==> src/rtl/button_conditioner.sv <==
// Nine-button conditioner: 2-FF sync, counter debounce and rising-edge one-shot per button.
// Define AUTO_REPEAT_EN to add hold-to-repeat on the four direction buttons [3:0].
module button_conditioner #(
  parameter int DEBOUNCE_CYCLES = 250000,
  parameter int REPEAT_DELAY    = 25000000,
  parameter int REPEAT_RATE     = 7500000
) (
  input  logic       clk,
  input  logic       reset,
  input  logic [8:0] btn_raw,
  input  logic       game_over,
  output logic       move_left,
  output logic       move_right,
  output logic       move_up,
  output logic       move_down,
  output logic       rotate_block,
  output logic       place_block,
  output logic       sel1,
  output logic       sel2,
  output logic       sel3,
  output logic [8:0] btn_level
);

  localparam int NB       = 9;
  localparam int NDIR     = 4;
  localparam int CNT_W    = $clog2(DEBOUNCE_CYCLES);
  localparam logic [CNT_W-1:0] CNT_LAST = CNT_W'(DEBOUNCE_CYCLES - 1);

  logic [NB-1:0]    s1;
  logic [NB-1:0]    s2;
  logic [NB-1:0]    stable;
  logic [NB-1:0]    pulse;
  logic [NB-1:0]    accept;
  logic [NB-1:0]    press;
  logic [NDIR-1:0]  rep_fire;
  logic [CNT_W-1:0] cnt [NB];

  // accept: s2 has disagreed with stable for DEBOUNCE_CYCLES consecutive edges
  always_comb begin
    accept = '0;
    for (int i = 0; i < NB; i++) begin
      accept[i] = (s2[i] != stable[i]) && (cnt[i] == CNT_LAST);
    end
    press = accept & s2;
  end

  // Stage boundary: synchroniser, debounce counters, stable level
  always_ff @(posedge clk) begin
    if (reset) begin
      s1     <= '0;
      s2     <= '0;
      stable <= '0;
      for (int i = 0; i < NB; i++) cnt[i] <= '0;
    end else begin
      s1 <= btn_raw;
      s2 <= s1;
      for (int i = 0; i < NB; i++) begin
        if (s2[i] == stable[i]) begin
          cnt[i] <= '0;
        end else if (accept[i]) begin
          stable[i] <= s2[i];
          cnt[i]     <= '0;
        end else begin
          cnt[i] <= cnt[i] + 1'b1;
        end
      end
    end
  end

`ifdef AUTO_REPEAT_EN
  localparam int RMAX   = (REPEAT_DELAY > REPEAT_RATE) ? REPEAT_DELAY : REPEAT_RATE;
  localparam int RCNT_W = $clog2(RMAX);
  localparam logic [RCNT_W-1:0] DELAY_LAST = RCNT_W'(REPEAT_DELAY - 1);
  localparam logic [RCNT_W-1:0] RATE_LAST  = RCNT_W'(REPEAT_RATE - 1);

  logic [RCNT_W-1:0] rcnt [NDIR];
  logic [NDIR-1:0]   rphase;

  // rphase=0 waits out the initial delay, rphase=1 paces subsequent repeats
  always_comb begin
    rep_fire = '0;
    for (int i = 0; i < NDIR; i++) begin
      rep_fire[i] = stable[i] && !accept[i] &&
                    (rcnt[i] == (rphase[i] ? RATE_LAST : DELAY_LAST));
    end
  end

  // Stage boundary: repeat timers
  always_ff @(posedge clk) begin
    if (reset) begin
      rphase <= '0;
      for (int i = 0; i < NDIR; i++) rcnt[i] <= '0;
    end else begin
      for (int i = 0; i < NDIR; i++) begin
        if (press[i] || !stable[i] || accept[i]) begin
          rcnt[i]   <= '0;
          rphase[i] <= 1'b0;
        end else if (rep_fire[i]) begin
          rcnt[i]   <= '0;
          rphase[i] <= 1'b1;
        end else begin
          rcnt[i] <= rcnt[i] + 1'b1;
        end
      end
    end
  end
`else
  logic unused_repeat;
  assign unused_repeat = ^{32'(REPEAT_DELAY), 32'(REPEAT_RATE)};
  assign rep_fire      = '0;
`endif

  // Stage boundary: registered one-shot, high in the cycle stable first reads 1
  always_ff @(posedge clk) begin
    if (reset) begin
      pulse <= '0;
    end else begin
      pulse <= press | {{(NB-NDIR){1'b0}}, rep_fire};
    end
  end

  assign move_left    = pulse[0] & ~game_over;
  assign move_right   = pulse[1] & ~game_over;
  assign move_up      = pulse[2] & ~game_over;
  assign move_down    = pulse[3] & ~game_over;
  assign rotate_block = pulse[4] & ~game_over;
  assign place_block  = pulse[5] & ~game_over;
  assign sel1         = pulse[6] & ~game_over;
  assign sel2         = pulse[7] & ~game_over;
  assign sel3         = pulse[8] & ~game_over;
  assign btn_level    = stable;

endmodule

==> config.mk <==
export PLATFORM = sky130hd
export DESIGN_NAME = button_conditioner
export DESIGN_NICKNAME = d
export VERILOG_FILES = /design/src/rtl/button_conditioner.sv
export SDC_FILE = /design/constraint.sdc
export NUM_CORES = 1
export LEC_CHECK = 0
export ABC_CLOCK_PERIOD_IN_PS = 3160
export BUFFER_PORTS_ARGS = -buffer_cell sky130_fd_sc_hd__buf_2
export CAP_MARGIN = 20
export CELL_PAD_IN_SITES_DETAIL_PLACEMENT = 1
export CELL_PAD_IN_SITES_GLOBAL_PLACEMENT = 2
export CORE_ASPECT_RATIO = 2
export CORE_MARGIN = 2
export CORE_UTILIZATION = 42
export DETAILED_ROUTE_END_ITERATION = 10
export HOLD_SLACK_MARGIN = 0.12
export PLACE_DENSITY_LB_ADDON = 0.12
export REMOVE_ABC_BUFFERS = 1
export SKIP_CTS_REPAIR_TIMING = 1
export SYNTH_ARGS = -nofsm -noshare
export SYNTH_HDL_FRONTEND = slang
export SYNTH_SLANG_ARGS = --single-unit
==> constraint.sdc <==
create_clock -name clk -period 3.16 [get_ports clk]
set_clock_uncertainty 0.15 [all_clocks]
set_input_delay 0.474 -clock clk [delete_from_list [all_inputs] [get_ports clk]]
set_output_delay 0.474 -clock clk [all_outputs]
set_load 0.02 [all_outputs]
==> results of run 1 <==
## cell usage after synthesis, drive strengths merged, types with 2 or more instances
library cell,instances
or3,9
ha,9
nand3,57
nor3,36
buf,6
nand4,41
xor2,16
o21ai,21
edfxtp,162
mux2i,7
nor2b,30
a211oi,2
inv,30
a21oi,17
nand2b,14
xnor2,119
or2,2
nand4b,2
nand2,34
o221ai,2
nor2,190
mux2,2
nor4,56
or4,13
clkbuf,12
nor4b,10
o31ai,5
dfxtp,36
and3,17
## state kept, by name, indices dropped and copies added, names as in the netlist
register   count
pulse          9
s1             9
s2             9
btn_level      9
cnt          162
## power by group through the flow
stage          Sequential (uW)  Combinational, uW  Clock (uW)
2_1_floorplan             3050                172           0
3_3_place_gp              3090                227           0
3_5_place_dp              3090                230           0
4_1_cts                   3030                233        2460
5_1_grt                   3050                278        2520
6_report                  3030                239        2360
## cell families (layout without fill, tap and decap cells)
family	after synthesis	in the layout	synth area share
AND/OR/NAND/NOR	514	514	0.258
adder cells (fa/ha/maj)	9	9	0.0112
multiplexers	9	9	0.00921
AO/OA/AOI/OAI	48	48	0.0289
flip-flops	198	198	0.555
buffers and inverters	48	113	0.0193
XOR/XNOR	135	135	0.118
other	1	162	0.000373
## per-stage QoR
| step | total power (uW) | area, um2 | utilization |
|---|---|---|---|
| 5_1_grt | 5850 | 11900 | 0.502 |
| 2_1_floorplan | 3230 | 10600 | - |
| 4_1_cts | 5720 | 11900 | 0.500 |
| 3_3_place_gp | 3310 | 11200 | 0.473 |
| 6_report | 5630 | 11900 | 0.502 |
| 3_5_place_dp | 3320 | 11200 | 0.473 |
## final cells by class
| type | instances | share of cell area |
|---|---|---|
| tap | 287 | 0.0301 |
| multi-input combinational | 877 | 0.410 |
| sequential | 198 | 0.469 |
| clock buffer | 19 | 0.0399 |
| clock inverter | 13 | 0.0136 |
| inverter | 30 | 0.00945 |
| timing repair buffer | 51 | 0.0282 |
## worst max-delay path: cells and delay by family, from the launching register on
family | cells | cell delay (ns)
compound gates | 1 | 0.39
fa+ha+maj | 1 | 0.20
flops | 1 | 0.39
buf+inv | 1 | 0.25
simple gates | 3 | 0.89
## per-layer routing
layer,vias to the layer above,global-route usage,share of wire
met5,-,0,0
met2,76,0.355,0.57
met3,40,0.0322,0.020
li1,3737,-,-
met4,0,0.0763,0.028
met1,3666,0.187,0.38
## worst paths after layout
| kind | startpoint | to | slack, ns | cells after the start |
|---|---|---|---|---|
| setup reg to reg | cnt[4][0]$_SDFFCE_PN0P_ | cnt[4][14]$_SDFFCE_PN0P_ | 0.64 | 6 |
| setup / recovery | cnt[4][0]$_SDFFCE_PN0P_ | cnt[4][14]$_SDFFCE_PN0P_ | 0.64 | 6 |
| hold reg to reg | s1[1]$_SDFF_PP0_ | s2[1]$_SDFF_PP0_ | 0.30 | 1 |
| hold / removal | btn_raw[6] | s1[6]$_SDFF_PP0_ | 0.09 | 2 |
==> key figures, run 1 <==
Synthesis
  • Largest area contributor in the netlist: edfxtp_1
  • Leading cell types by total area after synthesis: edfxtp_1 48%, xnor2_1 10%, dfxtp_1 7.2%, nor2_1 7.1%, nor4_1 3.5%
  • Dominant synthesized flop cell: edfxtp_1
  • Number of enable flip-flop cells after synthesis: 162
  • Synth Instances: 962
  • Flip-flop and latch count after synthesis: 198
  • Area share of the leading cell type in the synthesized netlist: 0.484
  • Synthesis Warnings: 0
  • Sequential share of the synthesized area: 0.555
  • Async SR Flop Fraction: 0
  • Mean instance size in the synthesized netlist: 10.5 um2
  • Number of unique standard cell types used by synthesis: 39
  • Netlist area before placement: 0.0101 mm2

Route
  • Length of the first detailed-routing pass in iterations: 6
  • Overall via count from detail_route: 7519
  • Number of DRC markers in iteration 0: 264
  • DRC Markers: 0
  • Number of antenna-violating nets in the routed design: 0
  • Mean number of vias per cell: 5.10
  • Per-cell routed wire length: 14.7 um
  • Detailed-route wire length: 21.8 mm

Timing
  • Final hold violation count: 0
  • Slew margin rel.: 0.554
  • Max-slew violation count: 0
  • Post-layout worst setup margin: 0.639 ns
  • Slew @ Worst Pin: 0.662 ns
  • Peak Freq: 397 MHz
  • Number of endpoints failing setup at the final stage: 0
  • Unrepaired setup endpoints after global routing: no
  • Final hold slack: 0.0941 ns
  • Period utilisation layout: 0.798
  • Setup total negative slack: 0 ns
  • Minimum clock period: 2.52 ns

Power
  • Share of total power in combinational logic: 0.043
  • Switching part of the total: 0.224
  • Net switching power: 1260 uW
  • Max VDD drop: 0.000370 V
  • Cell-internal power: 4370 uW
  • Leakage: 0.00404 uW
  • Sequential power share: 0.538
  • Power share of the clock group: 0.419
  • Power density cells: 473 mW/mm2

Setup path
  • Maximum cell stage delay along the critical path: 0.60 ns
  • Crit path max-delay cell type: or4_1
  • Kind of critical path: reg2reg
  • Setup crit end kind: flip-flop
  • Setup crit start kind: flip-flop
  • CP Data Arrival Time: 2.58 ns
  • Cell chain of the critical path: ha_1, nand3_1, or4_1, o21ai_2, buf_4, nor2_1
  • Data required time at the worst endpoint: 3.21 ns
  • Peak fanout along the critical path: 9

Floorplanning
  • Starting Density: 0.424
  • Core region area: 0.0237 mm2
  • Horiz. Die Dim: 113 um
  • Row count: 80
  • Number of top-level pins: 30
  • Height of the chip: 223 um
  • Die Footprint: 0.0253 mm2

Global routing
  • Overall overflow remaining after global route: 0
  • Maximum number of pins on one net before global-route repair: 22
  • Global-route wire length before repair: 37.3 mm
  • Number of global-route vias before repair: 7992
  • Overall fraction of global-route tracks in use: 0.183
  • Initial antenna violation count: 0

CTS
  • CTS tree: done
  • Number of sinks handled by clock tree synthesis: 198
  • Deepest level of the CTS H-tree: 4
  • CTS Buf Count: 17
  • Clock Latency Late Sink: 0.45 ns
  • Root buffer cell: clkbuf_16
  • Max clock buf depth: 2
  • Clock slew at the register clock pins of the worst setup and hold paths: 0.07 ns

Final layout
  • Number of fillers in the final layout: 2758
  • Cell Count, Final, Fillers Out: 1475
  • Leading cell types in the layout, fill and taps excluded: 190 x nor2_1, 162 x edfxtp_1, 162 x conb_1, 119 x xnor2_1, 57 x nand3_1
  • Most common library cell in the layout ignoring fill and taps: nor2_1
  • Fin nets: 1196
  • Fraction of layout instances using a drive strength above 1: 0.0732
  • Final antenna diode count: 0
  • Sequential Area: 0.00559 mm2
  • Area added between synthesis and finish: 18.4%
  • Area taken by multi-input logic gates: 0.00488 mm2

Min path
  • Hold WC Path Type: in2reg

Placed design
  • Quantity of I/O buffers inserted on ports: 29
  • Routability-driven placement congestion ratio: 0.753
  • DP Wirelength: 16.4 mm
  • Placed Cells incl. Taps: 1438
  • Worst slack after detailed placement: 0.618 ns

Run
  • Count of max-cap constraint violations: 0

Outcome
  • Result of the run: finished, final reports clean
No activity file was read; power rests on OpenSTA's default activity.
==> run 2: changes to the inputs <==
Settings changed: ABC_AREA from default to 1, ABC_CLOCK_PERIOD_IN_PS 3160 to 2370, CORE_UTILIZATION 42 to 38.
Clock period 3.16 ns to 2.37 ns, I/O delays scaled along.
==> run 2 against run 1 <==
Effect of this change:
- critical path depth unchanged
- maximum frequency rose by 32%
- register-to-register slack lost 0.18 ns
- power increased by 32%
- non-clock buffer count is 11 lower
- synthesized area grew 14%
- sequential share of layout area fell by 4.7 points
- core utilization shrank 5.4 points
- die area up 25%
- routed wire length rose by 33%
- largest cell class is now multi-input combinational cells
==> key figures, run 2 <==
Timing
  • Peak Freq: 523 MHz (+32%)
  • Max-slew violation count: 0 (unchanged)
  • Number of endpoints failing setup at the final stage: 0 (unchanged)
  • Unrepaired setup endpoints after global routing: no
  • Minimum clock period: 1.91 ns (-0.608 ns)
  • Period utilisation layout: 0.807 (+0.00930)
  • Final hold violation count: 0 (unchanged)
  • Setup total negative slack: 0 ns (unchanged)

Global routing
  • Overall fraction of global-route tracks in use: 0.191 (+0.00830)
  • Global-route wire length before repair: 48.3 mm (+29%)
  • Maximum number of pins on one net before global-route repair: 32 (+45%)
  • Overall overflow remaining after global route: 0 (unchanged)
  • Met3 track utilization from global routing: 0.0309 (-0.00126)
  • Number of global-route vias before repair: 10.3k (+29%)
  • Initial antenna violation count: 0 (unchanged)
  • Global routing met2 resource utilization: 0.399 (+0.0439)
  • Layer with the highest usage: met2
  • Met1 GRT Util: 0.179 (-0.00815)

Setup path
  • Maximum cell stage delay along the critical path: 0.43 ns (-0.17 ns)
  • Setup crit end kind: flip-flop
  • CP Data Arrival Time: 1.95 ns (-0.63 ns)
  • Data required time at the worst endpoint: 2.41 ns (-0.80 ns)
  • Setup crit start kind: flip-flop
  • Cell chain of the critical path: ha_1, nand3_2, nor2_1, nand3_1, nand2_2, nor2_1
  • Most repeated library cell on the critical path: nor2_1
  • Buffers & Inverters on Critical Path: 0 (-1)
  • Top cell family by delay on the critical path: simple AND/OR/NAND/NOR gates
  • Crit path max-delay cell type: edfxtp_1
  • Kind of critical path: reg2reg
  • Peak fanout along the critical path: 18 (+9)

Final layout
  • Area added between synthesis and finish: 15.8%
  • Cell Count, Final, Fillers Out: 2040 (+38%)
  • Final antenna diode count: 0 (unchanged)
  • Number of flip-flops in the largest register: 162 (unchanged)
  • Largest reg by FF count: cnt
  • Cell area after layout: 0.0132 mm2 (+11%)
  • Fin nets: 1684 (+41%)
  • Most common library cell in the layout ignoring fill and taps: nand2_1
  • Fraction of layout instances using a drive strength above 1: 0.0674 (-0.00581)
  • Leading cell types in the layout, fill and taps excluded: 342 x nand2_1, 322 x nor2_1, 175 x inv_1, 162 x edfxtp_1, 162 x conb_1

Route
  • DRC Markers: 0 (unchanged)
  • Number of antenna-violating nets in the routed design: 0 (unchanged)
  • Detailed-route wire length: 28.9 mm (+33%)
  • Length of the first detailed-routing pass in iterations: 4 (-2)
  • Mean number of vias per cell: 4.72 (-7.4%)
  • Overall via count from detail_route: 9627 (+28%)
  • Per-cell routed wire length: 14.2 um (-4.0%)
  • Number of DRC markers in iteration 0: 278 (+5.3%)

Synthesis
  • Top cells by instance count after synthesis: 342 x nand2_1, 322 x nor2_1, 175 x inv_1
  • Synth Instances: 1457 (+51%)
  • Synthesis Warnings: 0 (unchanged)
  • Dominant synthesized flop cell: edfxtp_1
  • Netlist area before placement: 0.0114 mm2 (+14%)
  • Mean instance size in the synthesized netlist: 7.84 um2 (-25%)
  • Number of enable flip-flop cells after synthesis: 162 (unchanged)
  • Area share of the leading cell type in the synthesized netlist: 0.426 (-0.0579)
  • Number of unique standard cell types used by synthesis: 32 (-18%)
  • Async SR Flop Fraction: 0 (unchanged)
  • Count leader, synth: nand2_1
  • Sequential share of the synthesized area: 0.489 (-0.0665)
  • Largest area contributor in the netlist: edfxtp_1
  • Flip-flop and latch count after synthesis: 198 (unchanged)
  • Leading cell types by total area after synthesis: edfxtp_1 43%, nand2_1 11%, nor2_1 11%, dfxtp_1 6.3%, inv_1 5.7%

CTS
  • Root buffer cell: clkbuf_16
  • Clock Latency Late Sink: 0.45 ns (about the same)
  • Number of sinks handled by clock tree synthesis: 198 (unchanged)
  • CTS Buf Count: 17 (unchanged)
  • CTS tree: done
  • Deepest level of the CTS H-tree: 4 (unchanged)
  • Max clock buf depth: 2 (unchanged)
  • Clock slew at the register clock pins of the worst setup and hold paths: 0.07 ns (about the same)

Power
  • Power density cells: 560 mW/mm2 (+18%)
  • Max VDD drop: 0.000511 V (+38%)
  • Leakage: 0.00525 uW (+30%)

Floorplanning
  • Starting Density: 0.387 (-0.0368)
  • Die Footprint: 0.0316 mm2 (+25%)
  • Core region area: 0.0295 mm2 (+24%)
  • Horiz. Die Dim: 127 um (+12%)
  • Height of the chip: 249 um (+12%)
  • Row count: 89 (+11%)
  • Number of top-level pins: 30 (unchanged)

Placed design
  • Routability-driven placement congestion ratio: 0.798 (+6.0%)
  • Placed Cells incl. Taps: 1999 (+39%)
  • Placed instance area: 0.0125 mm2 (+12%)
  • Quantity of I/O buffers inserted on ports: 29 (unchanged)
  • DP Wirelength: 22.7 mm (+38%)

Min path
  • Hold WC Path Type: in2reg

Outcome
  • Result of the run: finished, final reports clean

Run
  • Count of max-cap constraint violations: 0 (unchanged)
-- run 2: path summary, 6_finish.rpt --
path	start	cells past startpoint	endpoint	slack, ns
hold reg to reg	s1[2]$_SDFF_PP0_	2	s2[2]$_SDFF_PP0_	0.26
setup / recovery	cnt[7][0]$_SDFFCE_PN0P_	6	cnt[7][16]$_SDFFCE_PN0P_	0.46
setup reg to reg	cnt[7][0]$_SDFFCE_PN0P_	6	cnt[7][16]$_SDFFCE_PN0P_	0.46
hold / removal	reset	3	s2[1]$_SDFF_PP0_	0.21
-- run 2: per-layer routing --
layer | vias to the layer above | part of all wire
met5 | - | 0
met4 | 0 | 0.024
met3 | 33 | 0.017
met2 | 83 | 0.59
met1 | 4572 | 0.36
li1 | 4939 | -
-- run 2: area by class of cell --
| type | instances | area [um2] |
|---|---|---|
| multi-input cells | 1229 | 5660 |
| clock buffers | 27 | 568 |
| well taps | 364 | 455 |
| repair buffers | 40 | 263 |
| flip-flops and latches | 198 | 5590 |
| fillers | 3786 | 16300 |
| inverters | 177 | 664 |
| clock inverters | 5 | 32.5 |
-- run 2: kinds of logic after synthesis --
| family | count (synthesis) | share of synthesized area |
|---|---|---|
| simple gates | 886 | 0.337 |
| flops | 198 | 0.489 |
| buf+inv | 191 | 0.0689 |
| compound gates | 111 | 0.0486 |
| xor+xnor | 61 | 0.0468 |
| fa+ha+maj | 9 | 0.00986 |
| other cells | 1 | 0.000328 |
-- run 2: power breakdown --
part / internal [uW] / leakage [uW] / switching [uW]
combinational: 126 / 0.00299 / 260
clock: 1650 / 0.000298 / 1320
sequential: 3890 / 0.00197 / 156
total: 5670 / 0.00525 / 1730
-- run 2: worst reg2reg max path, stage by stage (launching register included) --
cell and delay, ns:
edfxtp_1 0.43, ha_1 0.24, nand3_2 0.12, nor2_1 0.14, nand3_1 0.14, nand2_2 0.33, nor2_1 0.10
-- run 2: metrics by stage --
| step | setup slack, ns | hold WS (ns) | total power (uW) | util |
|---|---|---|---|---|
| floorplan | 0.729 | 0.238 | 4340 | - |
| global placement | 0.448 | 0.241 | 4490 | 0.425 |
| detailed placement | 0.426 | 0.247 | 4500 | 0.425 |
| CTS | 0.421 | -0.0760 | 7520 | 0.445 |
| global route | 0.283 | 0.199 | 7720 | 0.448 |
| finish | 0.457 | 0.211 | 7410 | 0.448 |
==> run 3: changes to the inputs <==
Settings changed: ABC_AREA 1 to 0, ABC_CLOCK_PERIOD_IN_PS 2370 to 1800, CORE_UTILIZATION 38 to 42.
Clock period 2.37 ns to 1.8 ns, I/O delays scaled along.
==> run 3 against run 2 <==
Effect of this change:
- the run now ends with negative setup slack left
- cell count decreased by 15%
- first-iteration DRC count decreased by 8.6%
- combinational power increased by 130%
- critical path depth decreased by 1
- die area decreased by 20%
- via count decreased by 7.6%
- sequential share of layout area decreased by 5.7 points
- critical path type unchanged
- critical endpoint is now cnt[8][11]$_SDFFCE_PN0P_
- largest cell class unchanged
==> key figures, run 3 (synthesis gave the netlist of run 1 again) <==
Outcome
  • Result of the run: finished, violations left
  • Violated checks: negative setup slack

Final layout
  • Number of fillers in the final layout: 2584 (-32%)
  • Largest reg by FF count: cnt
  • Cell Count, Final, Fillers Out: 1742 (-15%)
  • Leading cell types in the layout, fill and taps excluded: 243 x buf_4, 162 x edfxtp_1, 162 x conb_1, 124 x nor2_1, 116 x xnor2_1
  • Cell area after layout: 0.0153 mm2 (+16%)
  • Final antenna diode count: 0 (unchanged)
  • Most common library cell in the layout ignoring fill and taps: buf_4
  • Fraction of layout instances using a drive strength above 1: 0.362 (+0.295)
  • Area added between synthesis and finish: 52.1%
  • Number of flip-flops in the largest register: 162 (unchanged)
  • Fin nets: 1463 (-13%)

Floorplanning
  • Row count: 80 (-10%)
  • Die Footprint: 0.0253 mm2 (-20%)
  • Core region area: 0.0237 mm2 (-20%)
  • Horiz. Die Dim: 113 um (-10%)
  • Starting Density: 0.424 (+0.0368)
  • Number of top-level pins: 30 (unchanged)
  • Height of the chip: 223 um (-11%)

Setup path
  • Worst reg-to-reg path cell count: 5 (-1)
  • Critical Path End: cnt[8][11]$_SDFFCE_PN0P_
  • Crit Reg-Reg Startpoint: cnt[8][5]$_SDFFCE_PN0P_
  • Data required time at the worst endpoint: 1.86 ns (-0.55 ns)
  • Worst setup slack for register-to-register paths: -0.45 ns (-0.91 ns)
  • Setup crit end kind: flip-flop
  • Kind of critical path: reg2reg
  • Worst setup path start: cnt[8][5]$_SDFFCE_PN0P_
  • Peak fanout along the critical path: 8 (-10)
  • Capture instance of the worst register-to-register path: cnt[8][11]$_SDFFCE_PN0P_
  • Setup crit start kind: flip-flop
  • CP Data Arrival Time: 2.31 ns (+0.36 ns)

Power
  • Sequential power share: 0.538 (-0.009)
  • Max VDD drop: 0.000485 V (-5.0%)
  • Switching part of the total: 0.243 (+0.00891)
  • Share of total power in combinational logic: 0.091 (+0.039)
  • Power share of the clock group: 0.371 (-0.030)
  • Net switching power: 2380 uW (+37%)
  • Leakage: 0.00567 uW (+7.9%)
  • Power density cells: 641 mW/mm2 (+15%)
  • Cell-internal power: 7420 uW (+31%)

Route
  • Number of DRC markers in iteration 0: 254 (-8.6%)
  • Overall via count from detail_route: 8899 (-7.6%)
  • Detailed-route wire length: 29.9 mm (+3.6%)
  • Mean number of vias per cell: 5.11 (+8.3%)
  • DRC Markers: 0 (unchanged)
  • Number of antenna-violating nets in the routed design: 0 (unchanged)
  • Per-cell routed wire length: 17.2 um (+21%)
  • Length of the first detailed-routing pass in iterations: 4 (unchanged)

Global routing
  • Number of global-route vias before repair: 9283 (-9.8%)
  • Overall fraction of global-route tracks in use: 0.209 (+0.0182)
  • Maximum number of pins on one net before global-route repair: 25 (-22%)
  • Overall overflow remaining after global route: 0 (unchanged)
  • Global-route wire length before repair: 42.1 mm (-13%)
  • Initial antenna violation count: 0 (unchanged)

CTS
  • Clock slew at the register clock pins of the worst setup and hold paths: 0.08 ns (about the same)
  • CTS Buf Count: 17 (unchanged)
  • Deepest level of the CTS H-tree: 4 (unchanged)
  • Clock Latency Late Sink: 0.46 ns (about the same)
  • Root buffer cell: clkbuf_16
  • CTS tree: done
  • Number of sinks handled by clock tree synthesis: 198 (unchanged)
  • Max clock buf depth: 2 (unchanged)

Min path
  • Startpoint of the tightest hold check path: s1[7]$_SDFF_PP0_
  • Hold WC Path Type: reg2reg

Timing
  • Peak Freq: 444 MHz (-15%)
  • Number of endpoints failing setup at the final stage: 169 (+169)
  • Minimum clock period: 2.25 ns (+0.338 ns)
  • Period utilisation layout: 1.25 (+0.443)
  • Max-slew violation count: 0 (unchanged)
  • Setup total negative slack: -29.86 ns (-29.86 ns)
  • Post-layout worst setup margin: -0.451 ns (-0.908 ns)
  • Final hold violation count: 0 (unchanged)
  • Unrepaired setup endpoints after global routing: yes
  • Final hold slack: 0.297 ns (+0.0860 ns)

Placed design
  • DP Wirelength: 19.5 mm (-14%)
  • Placed Cells incl. Taps: 1660 (-17%)
  • Placed instance area: 0.0129 mm2 (+3.1%)
  • Quantity of I/O buffers inserted on ports: 29 (unchanged)
  • Routability-driven placement congestion ratio: 0.810 (+1.5%)
  • Worst slack after detailed placement: -0.481 ns (-0.907 ns)

Run
  • Count of max-cap constraint violations: 0 (unchanged)
run 3: changes by cell type in the layout (fill, tap and decap cells not counted), moves of 20 or more:
| cell | previous run | this run |
|---|---|---|
| nand2_1 | 342 | 34 |
| buf_4 | 1 | 243 |
| nor2_1 | 322 | 124 |
| inv_1 | 175 | 30 |
| xnor2_1 | 25 | 116 |
| a21oi_1 | 89 | 10 |
| nand3_1 | 99 | 40 |
| nor2_4 | 2 | 45 |
| nor2b_1 | 0 | 30 |
| buf_6 | 0 | 27 |
| nor4_1 | 0 | 23 |
| xor2_1 | 36 | 16 |
run 3: power groups by stage:
stage | clock (uW) | sequential [uW] | combinational (uW)
6_report | 3640 | 5270 | 895
5_1_grt | 3860 | 5290 | 978
4_1_cts | 3720 | 5250 | 703
3_5_place_dp | 0 | 5350 | 695
3_3_place_gp | 0 | 5340 | 679
2_1_floorplan | 0 | 5360 | 301
run 3: worst min-delay path by stage:
stage / endpoint / depth (start not counted)
2_1_floorplan: btn_level[6]$_SDFFE_PP0N_ / 1
3_3_place_gp: s2[0]$_SDFF_PP0_ / 1
3_5_place_dp: s2[8]$_SDFF_PP0_ / 1
4_1_cts: s1[0]$_SDFF_PP0_ / 2
5_1_grt: s2[7]$_SDFF_PP0_ / 1
6_report: s2[7]$_SDFF_PP0_ / 1
run 3: worst max-delay path, stage by stage (launching register included):
cell      delay (ns)
edfxtp_1        0.39
or4_4           0.56
or4_4           0.52
o21ai_4         0.18
buf_6           0.16
nor2_1          0.05
run 3: stage by stage:
stage	utilization	power, uW
2_1_floorplan	-	5660
3_3_place_gp	0.545	6020
3_5_place_dp	0.545	6050
4_1_cts	0.567	9670
5_1_grt	0.645	10100
6_report	0.645	9810
run 3: layout make-up:
class / count / area [um2] / area share
sequential: 198 / 5590 / 0.365
clock buffer: 24 / 482 / 0.0315
timing repair buffer: 318 / 2560 / 0.167
clock inverter: 8 / 46.3 / 0.00303
tap: 287 / 359 / 0.0235
inverter: 30 / 113 / 0.00736
multi-input combinational: 877 / 6150 / 0.402
run 3: routing by layer:
metal  vias up  track usage  share of wire
li1       4281            -              -
met1      4427        0.195           0.34
met2       125        0.431           0.61
met3        66       0.0417          0.018
met4         0       0.0716          0.036
met5         -            0              0
